==> src/rtl/axi4_lite_pkg.sv <==
// rtl/axi4_lite_pkg.sv - shared AXI4-Lite response codes, prot default and master state encoding
package axi4_lite_pkg;

  localparam logic [1:0] RESP_OKAY   = 2'b00;
  localparam logic [1:0] RESP_EXOKAY = 2'b01;
  localparam logic [1:0] RESP_SLVERR = 2'b10;
  localparam logic [1:0] RESP_DECERR = 2'b11;

  localparam logic [2:0] PROT_DEFAULT = 3'b000;

  typedef enum logic [2:0] {
    IDLE,
    WR_REQ,
    WR_RESP,
    RD_REQ,
    RD_DATA,
    RSP
  } mst_state_e;

endpackage

==> src/rtl/axi4_lite_master.sv <==
// rtl/axi4_lite_master.sv - one-outstanding AXI4-Lite master driven by a cmd/rsp handshake interface
//
// Purpose: each accepted command becomes one AXI4-Lite write (aw+w, then b) or
// read (ar, then r) and produces exactly one response on the rsp interface.
// Optional AXI_TIMEOUT_EN: abort any channel wait after TIMEOUT_CYCLES cycles
// and answer with SLVERR.
//
// Ports:
//   clk, rst            clock, synchronous active-low reset
//   cmd_*               command in (valid/ready, write, addr, data, strb)
//   rsp_*               response out (valid/ready, write, data, resp)
//   aw*/w*/b*/ar*/r*    AXI4-Lite master channels
module axi4_lite_master
  import axi4_lite_pkg::*;
#(
  parameter int unsigned ADDR_WIDTH     = 32,
  parameter int unsigned DATA_WIDTH     = 32,
  parameter int unsigned TIMEOUT_CYCLES = 1024
) (
  input  logic                    clk,
  input  logic                    rst,
  input  logic                    cmd_valid,
  output logic                    cmd_ready,
  input  logic                    cmd_write,
  input  logic [ADDR_WIDTH-1:0]   cmd_addr,
  input  logic [DATA_WIDTH-1:0]   cmd_data,
  input  logic [DATA_WIDTH/8-1:0] cmd_strb,
  output logic                    rsp_valid,
  input  logic                    rsp_ready,
  output logic                    rsp_write,
  output logic [DATA_WIDTH-1:0]   rsp_data,
  output logic [1:0]              rsp_resp,
  output logic [ADDR_WIDTH-1:0]   awaddr,
  output logic [2:0]              awprot,
  output logic                    awvalid,
  input  logic                    awready,
  output logic [DATA_WIDTH-1:0]   wdata,
  output logic [DATA_WIDTH/8-1:0] wstrb,
  output logic                    wvalid,
  input  logic                    wready,
  input  logic [1:0]              bresp,
  input  logic                    bvalid,
  output logic                    bready,
  output logic [ADDR_WIDTH-1:0]   araddr,
  output logic [2:0]              arprot,
  output logic                    arvalid,
  input  logic                    arready,
  input  logic [DATA_WIDTH-1:0]   rdata,
  input  logic [1:0]              rresp,
  input  logic                    rvalid,
  output logic                    rready
);

  mst_state_e state_q, state_d;

  logic                    awvalid_q, awvalid_d;
  logic                    wvalid_q, wvalid_d;
  logic                    bready_q, bready_d;
  logic                    arvalid_q, arvalid_d;
  logic                    rready_q, rready_d;
  logic                    rsp_valid_q, rsp_valid_d;
  logic                    rsp_write_q, rsp_write_d;
  logic [ADDR_WIDTH-1:0]   awaddr_q, awaddr_d;
  logic [ADDR_WIDTH-1:0]   araddr_q, araddr_d;
  logic [DATA_WIDTH-1:0]   wdata_q, wdata_d;
  logic [DATA_WIDTH/8-1:0] wstrb_q, wstrb_d;
  logic [DATA_WIDTH-1:0]   rsp_data_q, rsp_data_d;
  logic [1:0]              rsp_resp_q, rsp_resp_d;

`ifdef AXI_TIMEOUT_EN
  localparam logic [31:0] TMO_LAST = 32'(TIMEOUT_CYCLES - 1);
  logic [31:0] tmo_cnt_q, tmo_cnt_d;
  logic        waiting;
`else
  localparam int unsigned UNUSED_TIMEOUT = TIMEOUT_CYCLES;
`endif

  // cmd_ready is the only combinational output; reset masks it immediately.
  assign cmd_ready = rst && (state_q == IDLE);
  assign awprot    = PROT_DEFAULT;
  assign arprot    = PROT_DEFAULT;
  assign awvalid   = awvalid_q;
  assign wvalid    = wvalid_q;
  assign bready    = bready_q;
  assign arvalid   = arvalid_q;
  assign rready    = rready_q;
  assign awaddr    = awaddr_q;
  assign araddr    = araddr_q;
  assign wdata     = wdata_q;
  assign wstrb     = wstrb_q;
  assign rsp_valid = rsp_valid_q;
  assign rsp_write = rsp_write_q;
  assign rsp_data  = rsp_data_q;
  assign rsp_resp  = rsp_resp_q;

  always_comb begin
    state_d     = state_q;
    awvalid_d   = awvalid_q;
    wvalid_d    = wvalid_q;
    bready_d    = bready_q;
    arvalid_d   = arvalid_q;
    rready_d    = rready_q;
    rsp_valid_d = rsp_valid_q;
    rsp_write_d = rsp_write_q;
    awaddr_d    = awaddr_q;
    araddr_d    = araddr_q;
    wdata_d     = wdata_q;
    wstrb_d     = wstrb_q;
    rsp_data_d  = rsp_data_q;
    rsp_resp_d  = rsp_resp_q;

    case (state_q)
      IDLE: begin
        if (cmd_valid) begin
          if (cmd_write) begin
            awaddr_d  = cmd_addr;
            wdata_d   = cmd_data;
            wstrb_d   = cmd_strb;
            awvalid_d = 1'b1;
            wvalid_d  = 1'b1;
            state_d   = WR_REQ;
          end else begin
            araddr_d  = cmd_addr;
            arvalid_d = 1'b1;
            state_d   = RD_REQ;
          end
        end
      end
      WR_REQ: begin
        // aw and w retire independently; a dropped valid marks its channel done.
        if (awvalid_q && awready) awvalid_d = 1'b0;
        if (wvalid_q && wready)   wvalid_d  = 1'b0;
        if (!awvalid_d && !wvalid_d) begin
          bready_d = 1'b1;
          state_d  = WR_RESP;
        end
      end
      WR_RESP: begin
        if (bvalid) begin
          bready_d    = 1'b0;
          rsp_write_d = 1'b1;
          rsp_data_d  = '0;
          rsp_resp_d  = bresp;
          rsp_valid_d = 1'b1;
          state_d     = RSP;
        end
      end
      RD_REQ: begin
        if (arready) begin
          arvalid_d = 1'b0;
          rready_d  = 1'b1;
          state_d   = RD_DATA;
        end
      end
      RD_DATA: begin
        if (rvalid) begin
          rready_d    = 1'b0;
          rsp_write_d = 1'b0;
          rsp_data_d  = rdata;
          rsp_resp_d  = rresp;
          rsp_valid_d = 1'b1;
          state_d     = RSP;
        end
      end
      RSP: begin
        if (rsp_ready) begin
          rsp_valid_d = 1'b0;
          state_d     = IDLE;
        end
      end
      default: state_d = IDLE;
    endcase

`ifdef AXI_TIMEOUT_EN
    waiting = (state_q == WR_REQ) || (state_q == WR_RESP) ||
              (state_q == RD_REQ) || (state_q == RD_DATA);
    // A handshake that completes this cycle wins over the abort.
    if (waiting && (state_d == state_q) && (tmo_cnt_q == TMO_LAST)) begin
      awvalid_d   = 1'b0;
      wvalid_d    = 1'b0;
      bready_d    = 1'b0;
      arvalid_d   = 1'b0;
      rready_d    = 1'b0;
      rsp_write_d = (state_q == WR_REQ) || (state_q == WR_RESP);
      rsp_data_d  = '0;
      rsp_resp_d  = RESP_SLVERR;
      rsp_valid_d = 1'b1;
      state_d     = RSP;
    end
    tmo_cnt_d = ((state_d != state_q) || !waiting) ? 32'd0 : tmo_cnt_q + 32'd1;
`endif
  end

  always_ff @(posedge clk) begin
    if (!rst) begin
      state_q     <= IDLE;
      awvalid_q   <= 1'b0;
      wvalid_q    <= 1'b0;
      bready_q    <= 1'b0;
      arvalid_q   <= 1'b0;
      rready_q    <= 1'b0;
      rsp_valid_q <= 1'b0;
      rsp_write_q <= 1'b0;
      awaddr_q    <= '0;
      araddr_q    <= '0;
      wdata_q     <= '0;
      wstrb_q     <= '0;
      rsp_data_q  <= '0;
      rsp_resp_q  <= RESP_OKAY;
`ifdef AXI_TIMEOUT_EN
      tmo_cnt_q   <= 32'd0;
`endif
    end else begin
      state_q     <= state_d;
      awvalid_q   <= awvalid_d;
      wvalid_q    <= wvalid_d;
      bready_q    <= bready_d;
      arvalid_q   <= arvalid_d;
      rready_q    <= rready_d;
      rsp_valid_q <= rsp_valid_d;
      rsp_write_q <= rsp_write_d;
      awaddr_q    <= awaddr_d;
      araddr_q    <= araddr_d;
      wdata_q     <= wdata_d;
      wstrb_q     <= wstrb_d;
      rsp_data_q  <= rsp_data_d;
      rsp_resp_q  <= rsp_resp_d;
`ifdef AXI_TIMEOUT_EN
      tmo_cnt_q   <= tmo_cnt_d;
`endif
    end
  end

endmodule

==> config.mk <==
export PLATFORM = sky130hd
export DESIGN_NAME = axi4_lite_master
export DESIGN_NICKNAME = d
export VERILOG_FILES = /design/src/rtl/axi4_lite_pkg.sv /design/src/rtl/axi4_lite_master.sv
export SDC_FILE = /design/constraint.sdc
export NUM_CORES = 1
export LEC_CHECK = 0
export ABC_AREA = 1
export ABC_CLOCK_PERIOD_IN_PS = 1800
export BUFFER_PORTS_ARGS = -buffer_cell sky130_fd_sc_hd__buf_2
export CORE_UTILIZATION = 35
export DETAILED_ROUTE_END_ITERATION = 10
export PLACE_DENSITY = 0.66
export SLEW_MARGIN = 25
export SYNTH_ARGS = -nofsm -noshare
export SYNTH_HDL_FRONTEND = slang
export SYNTH_SLANG_ARGS = --single-unit
==> constraint.sdc <==
create_clock -name clk -period 1.8 [get_ports clk]
set_clock_uncertainty 0.15 [all_clocks]
set_input_delay 0.09 -clock clk [delete_from_list [all_inputs] [get_ports clk]]
set_output_delay 0.09 -clock clk [all_outputs]
set_load 0.01 [all_outputs]
==> results.py <==
metrics = {
    "power_and_ir_drop": {
        "ir_worst_vdd_mv": 0.658,
        "power_density_mw_per_mm2": 1270,
        "p_leak_nw": 3.94,
    },
    "critical_path": {
        "reg2reg_from": "state_q[0]$_SDFFE_PN0P_",
        "critical_path.most_common_cell": "nand2_1",
        "r2r_slack_ns": 0.06,
        "startpoint": "state_q[0]$_SDFFE_PN0P_",
        "cp_top_family": "simple AND/OR/NAND/NOR gates",
        "cp.buffers_inverters": 1,
        "critPathRequiredTime_ns": 1.95,
        "end_kind": "flop",
        "path_cells": "nor2_2 > nand3b_1 > nand2_1 > nor2_1 > nand2_1 > o21ai_0 > inv_1",
        "crit_slowest_cell": "dfxtp_1",
        "start_kind": "flop",
        "crit_type": "flop to flop",
        "slowest_delay_ns": 0.48,
        "worstPathMaxFanout": 7,
        "critical_path_arrival_ns": 1.89,
    },
    "die": {
        "rows": 44,
        "dieArea_mm2": 0.0159,
        "die_x_um": 126,
        "die_h_um": 126,
        "start_util_pct": 36.4,
        "ios": 262,
        "design.core.area_mm2": 0.0148,
    },
    "logic_synthesis": {
        "synth-seq-cells": 144,
        "synth_top_family_by_area": "compound AO/OA/AOI/OAI gates",
        "muxShareOfSynthArea_pct": 0,
        "synth_area_mm2": 0.00538,
        "yosys.area_share.simple_pct": 11.5,
        "synth_warnings": 0,
        "ys_types": 25,
        "synth_top_area_share_pct": 53.6,
        "synth_adder_area_share_pct": 0,
        "yosysTopAreaCell": "dfxtp_1",
        "seq_area_frac_synth_pct": 53.6,
        "synth_cells": 649,
        "syn_area_per_cell_um2": 8.28,
        "synth_xor_area_share_pct": 0,
        "synth-compound-area-share_pct": 23.5,
        "yosys-top-cells-area": "dfxtp_1 54%, o21ai_0 9.5%, nor2_1 7.3%, a21oi_1 7.0%, inv_1 5.9%",
    },
    "global_route": {
        "grt_max_degree": 97,
        "grt_pass1_wl_um": 26500,
        "met1_usage_pct": 24.5,
        "grt_use_met3_pct": 6.41,
        "first_global_vias": 5327,
        "busiest_layer": "met2",
        "antenna_found_initial": 0,
        "overflow": 0,
        "grt_usage_pct": 21.0,
        "met2_usage_pct": 35.3,
    },
    "sta": {
        "period_share_pct": 96.7,
        "report.final.slew_viol_count": 0,
        "tns_ns": 0,
        "hold_slack_ns": 0.0948,
        "tightest_slew_ns": 0.518,
        "worst_slack_ns": 0.0595,
        "finalHoldViolCount": 0,
        "slew_headroom_pct": 65.5,
        "fin_crit_ns": 1.74,
        "final-setup-viol-count": 0,
        "fmax_mhz": 575,
    },
    "clock_tree": {
        "h-tree-depth": 4,
        "path_clk_slew_ns": 0.06,
        "root_buffer": "clkbuf_16",
        "clock-sinks": 144,
        "cts_tree": "done",
        "cts_inserted_buffers": 17,
        "clockBufferDepth": 2,
        "clock_latency_ns": 0.41,
    },
    "cells_and_area": {
        "fin_cells": 1200,
        "post-route-util_pct": 57.3,
        "num_antenna_cells": 0,
        "drive_gt1_share_pct": 32.7,
        "final_nets": 1118,
        "syn2layout_area_growth_pct": 57.2,
    },
    "drt": {
        "finalWirelength_um": 16700,
        "via_per_inst": 4.67,
        "wl_per_cell_um": 14.0,
        "drtIter0Drc": 281,
        "dr_total_vias": 5605,
        "drc": 0,
        "antenna_left": 0,
        "dr.pass1.iters": 4,
    },
    "place": {
        "port_buffers": 255,
        "dpl.cell_count": 1057,
        "dp_slack_ns": 0.143,
        "place_congestion": 0.902,
        "dpl.hpwl_um": 10000,
    },
    "outcome": {
        "outcome": "complete, no violations",
    },
    "worst_hold_path": {
        "hp-start": "rsp_ready",
        "worst_hold_path_type": "primary input to flop",
    },
    "flow_run": {
        "max_cap_viol_count": 0,
    },
}
cells in the final DEF (no fill, tap or decap):
| cell type | Yosys | layout |
|---|---|---|
| o21ai_0 | 102 | 100 |
| buf_6 | 4 | 2 |
| clkinv_4 | 0 | 2 |
| nand3b_1 | 2 | 2 |
| buf_12 | 0 | 3 |
| a211oi_1 | 1 | 1 |
| a221oi_1 | 2 | 2 |
| dfxtp_1 | 144 | 144 |
| nor2_4 | 1 | 1 |
| clkbuf_1 | 22 | 2 |
| clkbuf_8 | 0 | 2 |
| conb_1 | 1 | 6 |
| nand3_2 | 1 | 1 |
| o21ai_1 | 4 | 6 |
| nor2_1 | 105 | 105 |
| dlygate4sd3_1 | 0 | 109 |
| nor3_1 | 1 | 1 |
| buf_4 | 11 | 10 |
| nor2_2 | 3 | 3 |
| nand2_2 | 3 | 3 |
| a22oi_1 | 11 | 11 |
| inv_1 | 85 | 85 |
| inv_2 | 3 | 3 |
| a21oi_1 | 75 | 75 |
| nand2_1 | 26 | 26 |
| nand4_1 | 3 | 3 |
| nand3_1 | 6 | 6 |
| clkinvlp_4 | 0 | 2 |
| buf_2 | 13 | 255 |
| clkinv_2 | 0 | 6 |
| bufinv_16 | 0 | 1 |
| clkbuf_16 | 0 | 18 |
| a22oi_2 | 20 | 20 |
cells by family (layout without fill, tap and decap cells):
kind of cell,after synthesis,after routing
AOI/OAI and AO/OA,215,215
buffers and inverters,138,500
DFF,144,144
other,1,6
and+or+nand+nor,151,151
power by group:
group          switching (W)  internal [W]  total (W)
combinational        0.00200       0.00141    0.00341
sequential          0.000335       0.00377    0.00411
clock                0.00131       0.00191    0.00323
total                0.00365       0.00710     0.0107
state kept, by name (all words and copies together) (netlist names):
| signal | flops |
|---|---|
| state_q | 3 |
| rready | 1 |
| rsp_write | 1 |
| rsp_data | 32 |
| araddr | 32 |
| wvalid | 1 |
| wdata | 32 |
| rsp_valid | 1 |
| rsp_resp | 2 |
| awaddr | 32 |
| awvalid | 1 |
| bready | 1 |
| wstrb | 4 |
| arvalid | 1 |
worst reg2reg max path, stage by stage (launching register included):
cell and delay, ns:
dfxtp_1 0.48, nor2_2 0.11, nand3b_1 0.17, nand2_1 0.11, nor2_1 0.20, nand2_1 0.13
o21ai_0 0.22, inv_1 0.06
path summary, 6_finish.rpt:
kind,cells after the start,to
worst max-delay path,7,state_q[2]$_SDFFE_PN0P_
worst min-delay path,6,rsp_valid$_SDFFE_PN0P_
worst max register to register,7,state_q[2]$_SDFFE_PN0P_
worst min register to register,2,awaddr[4]$_SDFFE_PN0P_
synth_stat cells, drive strengths merged:
master and number:
a211oi 1, a21oi 75, a221oi 2, a22oi 31, buf 28, clkbuf 22
conb 1, dfxtp 144, inv 88, nand2 29, nand3 7, nand3b 2
nand4 3, nor2 109, nor3 1, o21ai 106
area by class of cell:
class / count / area, um2
clock buffer: 20 / 447
sequential: 144 / 2880
clock inverter: 11 / 92.6
timing repair buffer: 381 / 2560
inverter: 88 / 330
multi-input combinational: 372 / 1910
tap: 184 / 230
fill: 1333 / 6300
timing repair:
| action | CTS | global route |
|---|---|---|
| hold buffers | 109 | 0 |
| setup endpoints to repair | 0 | 31 |
| hold endpoints to repair | 139 | 0 |
| setup buffers | 0 | 2 |
| resized for setup | 0 | 6 |
routing by layer:
| metal | share of wire [%] | vias to the layer above |
|---|---|---|
| met5 | 0 | - |
| met4 | 2.8 | 0 |
| met3 | 7.2 | 38 |
| met2 | 49 | 238 |
| met1 | 41 | 2523 |
| li1 | - | 2806 |
stage by stage:
stage	power [W]	cell area (um2)
2_1_floorplan	0.00619	5390
3_3_place_gp	0.00725	6780
3_5_place_dp	0.00730	6780
6_report	0.0107	8450
4_1_cts	0.0107	8410
5_1_grt	0.0114	8450
Note: power is estimated with default switching activity, not from simulation.
